File: src/rtl/apb_arbiter_master.sv
// APB master shared by two requesters with round-robin arbitration.
// Each requester holds req until its one-cycle done pulse. One transfer
// runs at a time: IDLE -> SETUP -> ACCESS -> DONE -> IDLE.
// Optional ACCESS wait timeout: define APB_TIMEOUT_EN.
module apb_arbiter_master #(
  parameter int unsigned AWIDTH  = 4,
  parameter int unsigned DWIDTH  = 8,
  parameter int unsigned TIMEOUT = 15
) (
  input  logic              pclk,
  input  logic              presetn,
  input  logic              req_0,
  input  logic              wr_0,
  input  logic [AWIDTH-1:0] addr_0,
  input  logic [DWIDTH-1:0] wdata_0,
  input  logic              req_1,
  input  logic              wr_1,
  input  logic [AWIDTH-1:0] addr_1,
  input  logic [DWIDTH-1:0] wdata_1,
  output logic              done_0,
  output logic              done_1,
  output logic [DWIDTH-1:0] rdata,
  output logic              rerr,
  output logic              psel,
  output logic              penable,
  output logic              pwrite,
  output logic [AWIDTH-1:0] paddr,
  output logic [DWIDTH-1:0] pwdata,
  input  logic              pready,
  input  logic [DWIDTH-1:0] prdata,
  input  logic              pslverr
);

  typedef enum logic [1:0] {
    S_IDLE   = 2'd0,
    S_SETUP  = 2'd1,
    S_ACCESS = 2'd2,
    S_DONE   = 2'd3
  } state_e;

  // Elaboration guard on the timeout range
  if (TIMEOUT < 1 || TIMEOUT > 255) begin : g_bad_timeout
    $error("apb_arbiter_master: TIMEOUT must be in 1..255");
  end

  state_e state_q, state_d;

  logic              last_q, last_d;       // 1 = requester 1 was granted last
  logic              psel_q, psel_d;
  logic              penable_q, penable_d;
  logic              pwrite_q, pwrite_d;
  logic [AWIDTH-1:0] paddr_q, paddr_d;
  logic [DWIDTH-1:0] pwdata_q, pwdata_d;
  logic [DWIDTH-1:0] rdata_q, rdata_d;
  logic              rerr_q, rerr_d;
  logic              done0_q, done0_d;
  logic              done1_q, done1_d;

  logic grant_c;      // a grant is issued this cycle
  logic pick1_c;      // the grant goes to requester 1
  logic complete_c;   // slave completes the access this cycle
  logic timeout_c;    // access aborted by the wait limit this cycle

  // Round-robin pick: a lone request wins, a tie goes to the one not served last
  always_comb begin
    grant_c    = (state_q == S_IDLE) && (req_0 || req_1);
    pick1_c    = req_1 && (!req_0 || !last_q);
    complete_c = (state_q == S_ACCESS) && pready;
  end

`ifdef APB_TIMEOUT_EN
  logic [7:0] cnt_q, cnt_d;

  // Count ACCESS wait cycles; cleared on each new grant
  always_comb begin
    cnt_d     = cnt_q;
    timeout_c = 1'b0;
    if (grant_c) begin
      cnt_d = 8'd0;
    end else if ((state_q == S_ACCESS) && !pready) begin
      cnt_d     = cnt_q + 8'd1;
      timeout_c = (9'({1'b0, cnt_q}) + 9'd1) == 9'(TIMEOUT);
    end
  end

  // Wait counter register
  always_ff @(posedge pclk or negedge presetn) begin
    if (!presetn) cnt_q <= 8'd0;
    else          cnt_q <= cnt_d;
  end
`else
  assign timeout_c = 1'b0;
`endif

  // State register
  always_ff @(posedge pclk or negedge presetn) begin
    if (!presetn) state_q <= S_IDLE;
    else          state_q <= state_d;
  end

  // Next-state logic
  always_comb begin
    state_d = state_q;
    case (state_q)
      S_IDLE:   if (req_0 || req_1) state_d = S_SETUP;
      S_SETUP:  state_d = S_ACCESS;
      S_ACCESS: if (pready || timeout_c) state_d = S_DONE;
      S_DONE:   state_d = S_IDLE;
      default:  state_d = S_IDLE;
    endcase
  end

  // Output/datapath next values, registered below
  always_comb begin
    last_d    = last_q;
    pwrite_d  = pwrite_q;
    paddr_d   = paddr_q;
    pwdata_d  = pwdata_q;
    rdata_d   = rdata_q;
    rerr_d    = rerr_q;
    psel_d    = (state_d == S_SETUP) || (state_d == S_ACCESS);
    penable_d = (state_d == S_ACCESS);
    done0_d   = 1'b0;
    done1_d   = 1'b0;

    if (grant_c) begin
      last_d   = pick1_c;
      pwrite_d = pick1_c ? wr_1    : wr_0;
      paddr_d  = pick1_c ? addr_1  : addr_0;
      pwdata_d = pick1_c ? wdata_1 : wdata_0;
    end

    if (complete_c) begin
      rerr_d = pslverr;
      if (!pwrite_q) rdata_d = prdata;
    end else if (timeout_c) begin
      rerr_d = 1'b1;
    end

    if (state_d == S_DONE) begin
      done0_d = !last_q;
      done1_d = last_q;
    end
  end

  // Output and datapath registers
  always_ff @(posedge pclk or negedge presetn) begin
    if (!presetn) begin
      last_q    <= 1'b1;
      psel_q    <= 1'b0;
      penable_q <= 1'b0;
      pwrite_q  <= 1'b0;
      paddr_q   <= '0;
      pwdata_q  <= '0;
      rdata_q   <= '0;
      rerr_q    <= 1'b0;
      done0_q   <= 1'b0;
      done1_q   <= 1'b0;
    end else begin
      last_q    <= last_d;
      psel_q    <= psel_d;
      penable_q <= penable_d;
      pwrite_q  <= pwrite_d;
      paddr_q   <= paddr_d;
      pwdata_q  <= pwdata_d;
      rdata_q   <= rdata_d;
      rerr_q    <= rerr_d;
      done0_q   <= done0_d;
      done1_q   <= done1_d;
    end
  end

  assign psel    = psel_q;
  assign penable = penable_q;
  assign pwrite  = pwrite_q;
  assign paddr   = paddr_q;
  assign pwdata  = pwdata_q;
  assign rdata   = rdata_q;
  assign rerr    = rerr_q;
  assign done_0  = done0_q;
  assign done_1  = done1_q;

endmodule
File: config.mk
export PLATFORM = sky130hd
export DESIGN_NAME = apb_arbiter_master
export DESIGN_NICKNAME = d
export VERILOG_FILES = /design/src/rtl/apb_arbiter_master.sv
export SDC_FILE = /design/constraint.sdc
export NUM_CORES = 1
export LEC_CHECK = 0
export CELL_PAD_IN_SITES_DETAIL_PLACEMENT = 1
export CELL_PAD_IN_SITES_GLOBAL_PLACEMENT = 2
export CORE_ASPECT_RATIO = 1.4
export CORE_MARGIN = 4
export CORE_UTILIZATION = 24
export DETAILED_ROUTE_END_ITERATION = 7
export PLACE_DENSITY = 0.8
export SLEW_MARGIN = 40
export SYNTH_ARGS = -nofsm -noshare
export SYNTH_HDL_FRONTEND = slang
export SYNTH_SLANG_ARGS = --single-unit
File: constraint.sdc
create_clock -name pclk -period 4.2 [get_ports pclk]
set_input_delay 0.84 -clock pclk [delete_from_list [all_inputs] [get_ports pclk]]
set_output_delay 0.84 -clock pclk [all_outputs]
set_load 0.01 [all_outputs]
==> flow_summary.ini <==
[status]
outcome = finished clean

[timing]
fin_crit_sh_pct = 51.17
maxSlewViolCount = 0
relSlewSlack_pct = 48.32
fmax_mhz = 465.3
finalSetupViolations = 0
hold_violations = 0
rsz0062_at_grt = false
tightestPinTransition_ps = 775.2
tns_ps = 0
fin_skew_ps = 5.532
layout_min_cycle_time_ps = 2149

[floorplan]
die_area_sq_um = 6623
num_rows = 31
start_util_pct = 24.80
ioPinCount = 66
core_sq_um = 5197
die_w_um = 69.93
die_h_um = 94.71

[pwr]
powerDensity_nw_per_um2 = 687.3
p_int_mw = 0.9372
p_sw_share_pct = 34.11
power_switching_mw = 0.4851
peakVddDrop_mv = 0.2546
power.leakage_nw = 0.8869
power_frac_comb_pct = 49.1
clockPowerShare_pct = 15.4
seqPwrFrac_pct = 35.5

[synth]
synth_cell_types = 21
synth_edf_count = 0
syn_inst = 117
avgSynthCellArea_sq_um = 11.01
ys.flop_type = dfrtp_1
synth_top_area_cell = dfrtp_1
syn-num-nets = 161
ys_seq_area_share_pct = 56.41
synth.top_cell.area_share_pct = 54.37
synth_common_cells = dfrtp_1 (28), nand2_1 (27), nor2_1 (15)
synth_area_sq_um = 1289
ys_warn_count = 0
synthMostInstantiatedCell = dfrtp_1
async_flop_share_pct = 100.0
ys_seq_elements = 29
synthTopCellsByArea = dfrtp_1 (54%), mux2_4 (9.3%), nand2_1 (7.9%), a31oi_1 (6.8%), nor2_1 (4.4%)

[cells_and_area]
fillers = 617
multiInputGateArea_sq_um = 508.0
num_antenna_cells = 0
seqCellArea_sq_um = 726.9
fin_area_sq_um = 2069
area_growth_syn_to_layout_pct = 60.58
layout-drive-gt1-share_pct = 11.35
num-nets-final = 228

[route]
vias_per_cell = 4.371
drtIter0Drc = 47
ant_nets = 0
drtPass1Iterations = 4
routedWlPerCell_um = 14.82
post-route-drc-count = 0
vias = 1097
postRouteWirelength_um = 3719

[clocking]
cts_resized = 0
clock_latency_ps = 280
cts_htree_levels = 2
clock_sinks = 29
cts_buffers = 5
clock_path_buffers = 2
cts_tree = yes
cts_root_buffer = clkbuf_8
post_cts_buffers = 0
clkSlewWorstSetupHoldPaths_ps = 70
cts_hold_buf = 0

[worst_setup_path]
startpoint_type = input pin
end_kind = flip-flop
crit_type = input pin to flip-flop
crit_fanout = 26
worstPathArrival_ps = 2260
worstPathRequired_ps = 4310

[place]
dp_hpwl_um = 2955
port_buffers = 65
place.gp.congestion = 0.7116
place_area_sq_um = 1983

[global_routing]
grt_max_degree = 30
overflow = 0
antenna_found_initial = 0
grt_pass1_vias = 1258
grtUsageTotal_pct = 11.44
grt_pass1_wl_um = 5906

[min_path]
holdCritPathClass = flip-flop to flip-flop

[run]
cap_violations = 0
-- per-stage QoR --
stage                     hold WS (ps)  util (%)  worst slack, ps  instances  power (mW)
after global placement           494.2     38.16             1804        243       1.189
after floorplan                  504.7         -             2548        117      0.8599
after global routing             530.2     39.82             1921        251       1.528
after CTS                        513.5     39.82             2022        251       1.453
after detailed placement         499.0     38.16             1751        243       1.219
final                            507.4     39.82             2051        251       1.422
-- kinds of logic (layout without fill, tap and decap cells) --
kind of cell | Yosys count | in the layout | synth area share [%]
buf+inv | 8 | 76 | 4.175
flops | 29 | 29 | 56.41
compound gates | 20 | 20 | 10.78
fa+ha+maj | 4 | 4 | 3.884
mux | 9 | 9 | 10.19
simple gates | 47 | 47 | 14.56
-- registers in the layout, indices dropped and copies added (netlist names), 2 cells and up --
name and count:
pwdata 8, rdata 8, paddr 4, state_q 2
-- path summary, 6_finish.rpt --
kind                             from  slack [ps]   endpoint  depth (start not counted)
max                             req_0        2050  pwdata[1]                          3
min in group asynchronous     presetn         950       psel                          2
max reg2reg                state_q[0]        2420  pwdata[1]                          4
min                              rerr         510       rerr                          1
min reg2reg                      rerr         510       rerr                          1
max in group asynchronous     presetn        2940     last_q                          2
-- cells in the final DEF (no fill, tap or decap), types with 2 or more instances in the layout --
| cell type | instances |
|---|---|
| a311oi_1 | 2 |
| nor2b_1 | 2 |
| nor2_1 | 15 |
| clkdlybuf4s50_1 | 65 |
| mux2_4 | 8 |
| nand2_1 | 27 |
| ha_1 | 4 |
| inv_1 | 2 |
| dfrtp_1 | 28 |
| clkinv_2 | 2 |
| clkbuf_8 | 5 |
| a31oi_1 | 14 |
-- worst max-delay path, cell delays in order --
cell and delay [ps]:
clkdlybuf4s50_1 580, o21a_1 660, a31oi_1 180
-- power groups by stage --
stage	Combinational (mW)	Clock [mW]	Sequential, mW
2_1_floorplan	0.303	0	0.557
3_3_place_gp	0.686	0	0.503
3_5_place_dp	0.707	0	0.512
4_1_cts	0.715	0.229	0.509
5_1_grt	0.761	0.243	0.524
6_report	0.698	0.219	0.505
-- cell type report --
type	instances	area share [%]
flip-flops and latches	29	35.13
repair buffers	66	31.80
multi-input cells	80	24.55
well taps	66	3.990
clock buffers	5	3.325
clock inverters	3	0.8464
inverters	2	0.3628
-- metal layers --
metal	share of wire [%]	GRT usage (%)	vias up
met2	59	22.24	37
met3	5.0	3.301	4
li1	-	-	527
met5	0	0	-
met4	1.4	4.313	0
met1	35	11.34	529
Power figures use the tool's default switching activity.
